--- src/rtl/pipeline_pkg.sv ---
// Shared fetch-pipeline types: widths, fetch FSM states, queue entry layout,
// and the instruction-memory address legality helper.
package pipeline_pkg;

  localparam int INSTR_W = 32;
  localparam int ADDR_W  = 64;

  typedef enum logic [1:0] {
    IDLE  = 2'd0,
    FETCH = 2'd1,
    FAULT = 2'd2
  } fetch_state_e;

  typedef struct packed {
    logic [ADDR_W-1:0]  pc;
    logic [INSTR_W-1:0] instr;
  } fetch_entry_t;

  // A fetch is legal when word-aligned and all four bytes lie inside memory.
  // Comparing against mem_size-4 avoids the wrap of adr+3 near 2^64.
  function automatic logic fetch_addr_ok(input logic [ADDR_W-1:0] adr,
                                         input logic [ADDR_W-1:0] mem_size);
    fetch_addr_ok = (adr[1:0] == 2'b00) &&
                    (mem_size >= 64'd4) &&
                    (adr <= (mem_size - 64'd4));
  endfunction

endpackage

--- src/rtl/fetch_if.sv ---
// Fetch bus: instruction-memory port, redirect request and decode handshake.
interface fetch_if;
  import pipeline_pkg::*;

  logic [ADDR_W-1:0]  imem_adr;
  logic [INSTR_W-1:0] imem_instr;
  logic               redirect_valid;
  logic [ADDR_W-1:0]  redirect_pc;
  logic               out_valid;
  logic               out_ready;
  logic [ADDR_W-1:0]  out_pc;
  logic [INSTR_W-1:0] out_instr;

  modport master (
    output imem_adr, out_valid, out_pc, out_instr,
    input  imem_instr, redirect_valid, redirect_pc, out_ready
  );

  modport slave (
    input  imem_adr, out_valid, out_pc, out_instr,
    output imem_instr, redirect_valid, redirect_pc, out_ready
  );

endinterface

--- src/rtl/fetch_queue.sv ---
// Circular FIFO of fetched {pc, instr} entries. Flush empties it and wins
// over push/pop in the same cycle; push at full is allowed when a pop
// frees the head slot in that same cycle.
module fetch_queue
  import pipeline_pkg::*;
#(
  parameter int DEPTH = 2
) (
  input  logic         clk,
  input  logic         reset,
  input  logic         i_push,
  input  logic         i_pop,
  input  logic         i_flush,
  input  fetch_entry_t i_push_entry,
  output fetch_entry_t o_head,
  output logic         o_full,
  output logic         o_empty
);

  localparam int PTR_W = (DEPTH > 1) ? $clog2(DEPTH) : 1;
  localparam int CNT_W = PTR_W + 1;

  fetch_entry_t     r_mem [DEPTH];
  logic [PTR_W-1:0] r_rd_ptr;
  logic [PTR_W-1:0] r_wr_ptr;
  logic [CNT_W-1:0] r_count;

  logic w_full;
  logic w_empty;
  logic w_do_pop;
  logic w_do_push;

  assign w_full    = (r_count == CNT_W'(DEPTH));
  assign w_empty   = (r_count == CNT_W'(0));
  assign w_do_pop  = i_pop && !w_empty && !i_flush;
  assign w_do_push = i_push && (!w_full || w_do_pop) && !i_flush;

  assign o_full  = w_full;
  assign o_empty = w_empty;
  assign o_head  = r_mem[r_rd_ptr];

  // Entry storage: written at the tail on an accepted push.
  always_ff @(posedge clk) begin
    if (w_do_push) begin
      r_mem[r_wr_ptr] <= i_push_entry;
    end
  end

  // Pointers and occupancy; power-of-two depth makes pointer wrap natural.
  always_ff @(posedge clk) begin
    if (reset || i_flush) begin
      r_rd_ptr <= PTR_W'(0);
      r_wr_ptr <= PTR_W'(0);
      r_count  <= CNT_W'(0);
    end else begin
      if (w_do_push) r_wr_ptr <= r_wr_ptr + PTR_W'(1);
      else           r_wr_ptr <= r_wr_ptr;
      if (w_do_pop)  r_rd_ptr <= r_rd_ptr + PTR_W'(1);
      else           r_rd_ptr <= r_rd_ptr;
      case ({w_do_push, w_do_pop})
        2'b10:   r_count <= r_count + CNT_W'(1);
        2'b01:   r_count <= r_count - CNT_W'(1);
        default: r_count <= r_count;
      endcase
    end
  end

endmodule

--- src/rtl/fetch_controller.sv ---
// Instruction fetch front end: walks the fetch PC through instruction memory,
// buffers {pc, instr} in a small queue toward decode, honours redirects and
// halts in FAULT on an illegal or misaligned fetch address.
module fetch_controller
  import pipeline_pkg::*;
#(
  parameter logic [63:0] RESET_PC = 64'h0,
  parameter int          MEM_SIZE = 64,
  parameter int          DEPTH    = 2
) (
  input  logic clk,
  input  logic reset,
  input  logic fetch_en,
  fetch_if.master bus,
  output logic fault
);

  localparam logic [ADDR_W-1:0] MEM_BYTES = ADDR_W'(MEM_SIZE);

  fetch_state_e      r_state;
  logic [ADDR_W-1:0] r_fpc;
  logic              r_fault;

  fetch_entry_t w_entry;
  fetch_entry_t w_head;
  logic         w_full;
  logic         w_empty;
  logic         w_fpc_ok;
  logic         w_redir_ok;
  logic         w_pop;
  logic         w_push;

  assign w_fpc_ok   = fetch_addr_ok(r_fpc, MEM_BYTES);
  assign w_redir_ok = fetch_addr_ok(bus.redirect_pc, MEM_BYTES);
  assign w_pop      = !w_empty && bus.out_ready;
  // Redirect suppresses the enqueue; fetch_en=0 holds the fetch address.
  assign w_push     = (r_state == FETCH) && fetch_en && w_fpc_ok &&
                      (!w_full || w_pop) && !bus.redirect_valid;
  assign w_entry    = '{pc: r_fpc, instr: bus.imem_instr};

  fetch_queue #(.DEPTH(DEPTH)) u_queue (
    .clk          (clk),
    .reset        (reset),
    .i_push       (w_push),
    .i_pop        (w_pop),
    .i_flush      (bus.redirect_valid),
    .i_push_entry (w_entry),
    .o_head       (w_head),
    .o_full       (w_full),
    .o_empty      (w_empty)
  );

  assign bus.imem_adr  = r_fpc;
  assign bus.out_valid = !w_empty;
  assign bus.out_pc    = w_head.pc;
  assign bus.out_instr = w_head.instr;
  assign fault         = r_fault;

  // Fetch FSM with fetch-PC update and registered fault flag.
  always_ff @(posedge clk) begin
    if (reset) begin
      r_state <= IDLE;
      r_fpc   <= RESET_PC;
      r_fault <= 1'b0;
    end else begin
      if (bus.redirect_valid) r_fpc <= bus.redirect_pc;
      else if (w_push)        r_fpc <= r_fpc + 64'd4;
      else                    r_fpc <= r_fpc;

      case (r_state)
        IDLE: begin
          r_state <= fetch_en ? FETCH : IDLE;
          r_fault <= 1'b0;
        end
        FETCH: begin
          // A redirect replaces the current fpc, so only a non-redirected
          // illegal fpc faults; a bad redirect target faults one edge later.
          if (!fetch_en) begin
            r_state <= IDLE;
            r_fault <= 1'b0;
          end else if (!bus.redirect_valid && !w_fpc_ok) begin
            r_state <= FAULT;
            r_fault <= 1'b1;
          end else begin
            r_state <= FETCH;
            r_fault <= 1'b0;
          end
        end
        FAULT: begin
          if (bus.redirect_valid && w_redir_ok) begin
            r_state <= FETCH;
            r_fault <= 1'b0;
          end else begin
            r_state <= FAULT;
            r_fault <= 1'b1;
          end
        end
        default: begin
          r_state <= IDLE;
          r_fault <= 1'b0;
        end
      endcase
    end
  end

endmodule

--- src/flat_wrapper.sv ---
// flat-port wrapper written by rule: the top's interface ports become plain ports
module fetch_controller_flat import pipeline_pkg::*;
#(
  parameter logic [63:0] RESET_PC = 64'h0,
  parameter int          MEM_SIZE = 64,
  parameter int          DEPTH    = 2
)
  (clk, reset, fetch_en, fault, bus_imem_adr, bus_out_valid, bus_out_pc, bus_out_instr, bus_imem_instr, bus_redirect_valid, bus_redirect_pc, bus_out_ready);
  fetch_if bus_i ();
  input  logic clk;
  input  logic reset;
  input  logic fetch_en;
  output logic fault;
  output wire logic [$bits(bus_i.imem_adr)-1:0] bus_imem_adr;
  output wire logic [$bits(bus_i.out_valid)-1:0] bus_out_valid;
  output wire logic [$bits(bus_i.out_pc)-1:0] bus_out_pc;
  output wire logic [$bits(bus_i.out_instr)-1:0] bus_out_instr;
  input wire logic [$bits(bus_i.imem_instr)-1:0] bus_imem_instr;
  input wire logic [$bits(bus_i.redirect_valid)-1:0] bus_redirect_valid;
  input wire logic [$bits(bus_i.redirect_pc)-1:0] bus_redirect_pc;
  input wire logic [$bits(bus_i.out_ready)-1:0] bus_out_ready;
  assign bus_imem_adr = bus_i.imem_adr;
  assign bus_out_valid = bus_i.out_valid;
  assign bus_out_pc = bus_i.out_pc;
  assign bus_out_instr = bus_i.out_instr;
  assign bus_i.imem_instr = bus_imem_instr;
  assign bus_i.redirect_valid = bus_redirect_valid;
  assign bus_i.redirect_pc = bus_redirect_pc;
  assign bus_i.out_ready = bus_out_ready;
  fetch_controller #(.RESET_PC(RESET_PC), .MEM_SIZE(MEM_SIZE), .DEPTH(DEPTH)) u_core (.clk(clk), .reset(reset), .fetch_en(fetch_en), .bus(bus_i), .fault(fault));
endmodule
--- config.mk ---
export PLATFORM = sky130hd
export DESIGN_NAME = fetch_controller_flat
export DESIGN_NICKNAME = d
export VERILOG_FILES = /design/src/rtl/pipeline_pkg.sv /design/src/rtl/fetch_if.sv /design/src/rtl/fetch_queue.sv /design/src/rtl/fetch_controller.sv /design/src/flat_wrapper.sv
export SDC_FILE = /design/constraint.sdc
export NUM_CORES = 1
export LEC_CHECK = 0
export CORE_ASPECT_RATIO = 1.1
export CORE_MARGIN = 5
export CORE_UTILIZATION = 39
export DETAILED_ROUTE_END_ITERATION = 10
export GPL_TIMING_DRIVEN = 0
export PLACE_DENSITY_LB_ADDON = 0.2
export SYNTH_ARGS = -nofsm -noshare
export SYNTH_HDL_FRONTEND = slang
export SYNTH_HIERARCHICAL = 1
export SYNTH_SLANG_ARGS = --single-unit
--- constraint.sdc ---
create_clock -name clk -period 14.95 [get_ports clk]
set_input_delay 2.99 -clock clk [delete_from_list [all_inputs] [get_ports clk]]
set_output_delay 2.99 -clock clk [all_outputs]
set_load 0.01 [all_outputs]
After elaboration in Yosys (flattened, before gate mapping)
Memory sizes are Yosys's and may differ from the RTL's. A register that Yosys moved wholly into a read port is not among the register bits.
Index checks and enable logic that the tools add are counted.
{ "word_totals": {"mem_count": 1, "latchBits": 0, "input_bits": 101, "romBits": 0, "ff_bits": 71, "out_inout_bits": 162, "mem_bits_rw": 192} }
{ "classes": {"reduce_logical": 26, "bitwise": 0, "shifts": 0, "eq_ne": 5, "div": 0, "add_sub_neg": 5, "magnitude_cmp": 2, "muxes": 16, "n_mul": 0} }
{ "mem_list": {"columns": ["name", "words", "width", "rd", "rd_ports_with_merged_regs", "wr", "line", "source"], "rows": [
  ["u_core.u_queue.r_mem", 2, 96, 1, 1, 1, "fetch_queue.sv:23", "fetch_entry_t r_mem [DEPTH];"]
]} }
{ "op_table": {"columns": ["op", "count"], "rows": [
  ["64-bit by 6-bit less-or-equal comparator with 1-bit output (second input constant)", 2],
  ["64-bit two-way mux", 2],
  ["64-bit by 3-bit adder with 64-bit output (second input constant)", 1],
  ["1-bit logical AND", 13],
  ["2-bit zero test", 4],
  ["1-bit two-way mux", 8],
  ["2-bit equality test (second input constant)", 3],
  ["2-bit two-way mux", 3],
  ["2-bit case mux with 3 select lines", 1],
  ["2-bit by 1-bit equality test with 1-bit output (second input constant)", 2],
  ["1-bit zero test", 4],
  ["2-bit case mux with 2 select lines", 1],
  ["2-bit nonzero test", 2],
  ["1-bit logical OR", 3],
  ["1-bit adder (second input constant)", 2],
  ["2-bit by 1-bit adder with 2-bit output (second input constant)", 1],
  ["1-bit case mux with 2 select lines", 1],
  ["2-bit by 1-bit subtractor with 2-bit output (second input constant)", 1]
]} }

Longest topological paths before layout
{ "logic_depth": {"depth_word": 10, "mapped_depth": 12} }

By module
Netlist, hierarchy kept.
{ "by_module_without_submodules": {"columns": ["mod", "seq_area_each_um2", "area_per_inst_um2", "cells_per_inst", "n_inst"], "rows": [
  ["fetch_queue", 5865.6, 7168.1, 329, 1],
  ["fetch_controller", 1341.3, 2830.2, 290, 1]
]} }

Worst setup path before layout
Ideal clock, no wire load.
{ "synth_path": {"kind": "input-to-reg", "start": "input bus_out_ready", "end": "memory u_core/u_queue/r_mem[0][0] (netlist name), enable pin", "stages": 8, "path_slack_ns": 6.319, "arrival_ns": 8.080, "setup_ns": 0.551, "n_path_buf": 0, "required_time_ns": 14.399, "path_cell_list": "nor2b_1 > nor2b_1 > nor2_1 > nand2_1 > nor2_1 > inv_1 > a211o_4 > nor2_1"} }
{ "synth_between": {"elab_chain_cells": 8} }
{ "synth_lines": {"columns": ["item", "line", "source"], "rows": [
  ["start: declaration", "flat_wrapper.sv:21", "input wire logic [$bits(bus_i.out_ready)-1:0] bus_out_ready;"],
  ["1-bit logical AND", "fetch_controller.sv:35", "assign w_pop = !w_empty && bus.out_ready;"],
  ["1-bit logical OR", "fetch_controller.sv:38", "(!w_full || w_pop) && !bus.redirect_valid;"],
  ["1-bit logical AND", "fetch_controller.sv:37", "assign w_push = (r_state == FETCH) && fetch_en && w_fpc_ok &&"],
  ["1-bit logical AND", "fetch_controller.sv:38", null],
  ["net u_core.w_push", "fetch_controller.sv:31", "logic w_push;"],
  ["1-bit logical AND (2 in a row)", "fetch_queue.sv:36", "assign w_do_push = i_push && (!w_full || w_do_pop) && !i_flush;"],
  ["1-bit two-way mux", "fetch_queue.sv:44", "if (w_do_push) begin"],
  ["1-bit two-way mux (implied by the code)", "fetch_queue.sv:45", "r_mem[r_wr_ptr] <= i_push_entry;"],
  ["end: declaration", "fetch_queue.sv:23", null]
]} }
The timed path passes the listed nets, and every way through them passes these cells.

Final worst setup path
{ "layout_path": {"start": "input bus_out_ready", "end": "memory u_core/u_queue/r_mem[1][20] (netlist name), enable pin"} }
{ "layout_between": {"elab_chain_cells": 8} }
{ "layout_lines": {"columns": ["item", "line", "source"], "rows": [
  ["1-bit logical AND", "fetch_controller.sv:35", null],
  ["net u_core.w_pop", "fetch_controller.sv:30", "logic w_pop;"],
  ["1-bit logical OR", "fetch_controller.sv:38", null],
  ["1-bit logical AND", "fetch_controller.sv:37", null],
  ["1-bit logical AND", "fetch_controller.sv:38", null],
  ["net u_core.w_push", "fetch_controller.sv:31", null],
  ["1-bit logical AND (2 in a row)", "fetch_queue.sv:36", null],
  ["1-bit two-way mux", "fetch_queue.sv:44", null],
  ["1-bit two-way mux (implied by the code)", "fetch_queue.sv:45", null]
]} }
The timed path passes the listed nets, and every way through them passes these cells.

==> key figures <==
Status
  – Status: finished clean

Routing
  – ANT nets after route: 0
  – Routed WL per cell: a little over 20 um
  – First-pass iteration count of the detailed router: 4
  – Routed vias/inst: just under 5
  – First-iteration detailed-routing DRC count: 294
  – Routed WL: 26200 um
  – Drc violations: 0
  – Vias: 6279

Power and ir drop
  – Logic pwr share: approximately 6.2%
  – Sequential share of power: a little over half
  – Leak: 4.93 nW
  – Clock power share: approximately two fifths
  – PD cells: 108 nW/um^2
  – Worst VDD drop: about 79 uV
  – Net Sw Frac: a little over 20%
  – Pint: about 0.0012 W
  – Switching pwr: 0.000317 W

Setup path
  – Max Fanout on Critical Path: 26
  – Critical path origin: bus_out_ready
  – Setup CP Type: input port to register
  – WP data required: 15.16 ns
  – CP Launch Type: input port
  – Crit end category: register
  – Worst R2R Start: u_core/bus.imem_adr[46]$_SDFFE_PP0P_
  – WP data arrival: roughly 6.0 ns

Clocking
  – Root Driver: clkbuf_16
  – Post-CTS Setup Inserts: 0
  – CTS H-tree depth: 1
  – Max Root-Sink Buffers: 3
  – CTS Buf Count: 29
  – Clock transition at path regs: 0.06 ns
  – Clk Latency, worst-skew pair: 0.52 ns
  – Sink Count: between 200 and 300
  – Hold-fix buffers at CTS: 0
  – Number of gates resized after cts: 0
  – CTS tree: yes

Floorplanning
  – Die Wd: 163 um
  – Die height: approximately 180 um
  – Core area: between 20000 and 30000 um^2
  – IO Pins: 263
  – Die ar.: roughly 29000 um^2
  – Starting density of the core: 39.6%
  – # rows: 61

Hold path
  – Min-delay src: u_core/u_queue/r_rd_ptr$_SDFFE_PP0P_
  – Path category of the worst min-delay check: register to register

Global route
  – Largest net degree at the start of global routing: 31
  – Antenna violations before repair: 1
  – First-pass GRT wire length: ~39000 um
  – Gr ovfl total: 0
  – GRT Total Usage: around 17%
  – Vias in the first global route: 6475

Synth
  – YS warnings: 6
  – Post-Syn Area: 10000 um^2
  – Share of synthesized flip-flops with an asynchronous set or reset: 0%
  – EDFF count, synth: about 190
  – Mapped Cells: roughly 620
  – Post-Syn Nets: around 730
  – Most used DFF post-synth: edfxtp_1
  – Syn_area_per_cell: roughly 16 um^2
  – Register bit count reported by yosys: 264
  – Count of different cell masters after synthesis: 41
  – Register area share after synthesis: between 70% and 80%

Place
  – PortBufs: between 200 and 300
  – Dpl hpwl: ~19000 um
  – GPL Wtd Cong: about 0.77
  – Area after DPL: about 13000 um^2
  – Cell total after placement: 1235

Finish
  – Layout cells sized above 1: roughly 18%
  – Fin cells: approximately 1300
  – ANT cells: 0
  – Area growth syn-to-layout: 40.8%
  – Nets: roughly 1000
  – Multi-input gate area: approximately 2600 um^2
  – Design area: approximately 14000 um^2
  – Fillers: 2135
  – Register area: between 7000 and 8000 um^2

Flow run
  – Max-Cap Viols: 0

STA
  – Worst Clk Skew: between 0.015 and 0.02 ns
  – Slew headroom: a little over half
  – Actual slew at the worst max-slew pin: a little under 0.7 ns
  – Setup TNS: 0 ns
  – RSZ-0062 raised after global routing: no
  – Setup violators final: 0
  – Period utilization: between 30% and 40%
  – Max Fclk: about 0.17 GHz
  – Final hold violation count: 0
  – Slew Limit Fails: 0
  – Minimum clock period: roughly 5.8 ns
[layer usage]
layer	GRT usage, %	wire length [um]
met3	5.25	2100
met5	0	11
met1	22.0	11100
met2	29.6	12600
met4	4.44	478
[state kept, by name, indices dropped and copies added, names as in the netlist, named ones only]
register                 flops
u_core/u_queue/r_wr_ptr      1
u_core/fault                 1
u_core/u_queue/r_count       2
u_core/u_queue/r_rd_ptr      1
u_core/u_queue/r_mem       192
u_core/r_state               2
u_core/bus.imem_adr         64
[cell families after synthesis]
| kind of cell | after synthesis | share of synthesized area (%) |
|---|---|---|
| adder cells (fa/ha/maj) | 6 | 0.751 |
| buffers and inverters | 37 | 1.74 |
| AO/OA/AOI/OAI | 16 | 1.44 |
| flip-flops | 264 | 72.1 |
| XOR/XNOR | 3 | 0.263 |
| AND/OR/NAND/NOR | 137 | 6.86 |
| multiplexers | 156 | 16.9 |
[synthesized netlist by cell type, types with 5 or more instances]
master / number / area share (%)
buf_2: 13 / 0.65
buf_4: 5 / 0.38
clkbuf_1: 9 / 0.34
dfxtp_1: 72 / 14
edfxtp_1: 192 / 58
ha_1: 6 / 0.75
inv_1: 8 / 0.30
mux2_2: 96 / 11
mux2i_1: 59 / 5.9
nand4_1: 7 / 0.44
nor2_1: 72 / 2.7
nor2b_1: 7 / 0.44
nor4_1: 29 / 1.8
[per-stage QoR]
stage / hold WS (ns) / power [W] / setup slack, ns / util (%)
after CTS: 0.514 / 0.00155 / 9.19 / 55.7
after global placement: 0.486 / 0.000920 / 2.54 / 51.7
after detailed placement: 0.493 / 0.000921 / 8.64 / 52.5
after global routing: 0.534 / 0.00159 / 8.97 / 55.7
after floorplan: 0.472 / 0.000854 / 6.32 / -
final: 0.508 / 0.00153 / 9.18 / 55.7
[critical path, cell delays in order]
cell             delay [ns]
clkdlybuf4s50_1        0.45
nor2b_1                0.21
nor2b_1                0.08
nor2_1                 0.44
nand2_1                0.14
nor2_1                 0.13
inv_1                  0.07
a211o_4                0.35
nor2_4                 0.43
buf_12                 0.26
buf_12                 0.20
buf_12                 0.21
[power by group through the flow]
stage / combinational [W] / sequential [W] / clock, W
after global routing: 0.000101 / 0.000813 / 0.000673
after CTS: 0.0000952 / 0.000811 / 0.000639
after floorplan: 0.0000282 / 0.000826 / 0
after global placement: 0.0000941 / 0.000826 / 0
after detailed placement: 0.0000947 / 0.000826 / 0
final: 0.0000940 / 0.000811 / 0.000622
[cell usage in the layout, fill, tap and decap left out, types with 8 or more instances in the layout]
cell type          n
mux2_2            96
buf_2             13
edfxtp_1         192
clkbuf_1          28
nor4_1            29
dfxtp_1           72
clkbuf_16         29
inv_1              8
mux2i_1           59
clkdlybuf4s50_1  262
nor2_1            70
[layout make-up]
type | count | area share, %
buffer | 29 | 1.02
clock buffer | 48 | 5.66
clock inverter | 5 | 0.160
inverter | 8 | 0.213
multi-input combinational | 318 | 18.7
sequential | 264 | 51.2
tap | 346 | 3.08
timing repair buffer | 270 | 20.0
[path summary, 6_finish.rpt]
check | endpoint | slack [ns] | cells after the start
worst max-delay path | u_core/u_queue/r_mem[1][20]$_DFFE_PP_ | 9.18 | 12
worst min-delay path | register | 0.51 | 2
worst max register to register | u_core/u_queue/r_mem[1][20]$_DFFE_PP_ | 11.11 | 12
worst min register to register | register | 0.51 | 2
(Power assumes the default switching activity.)
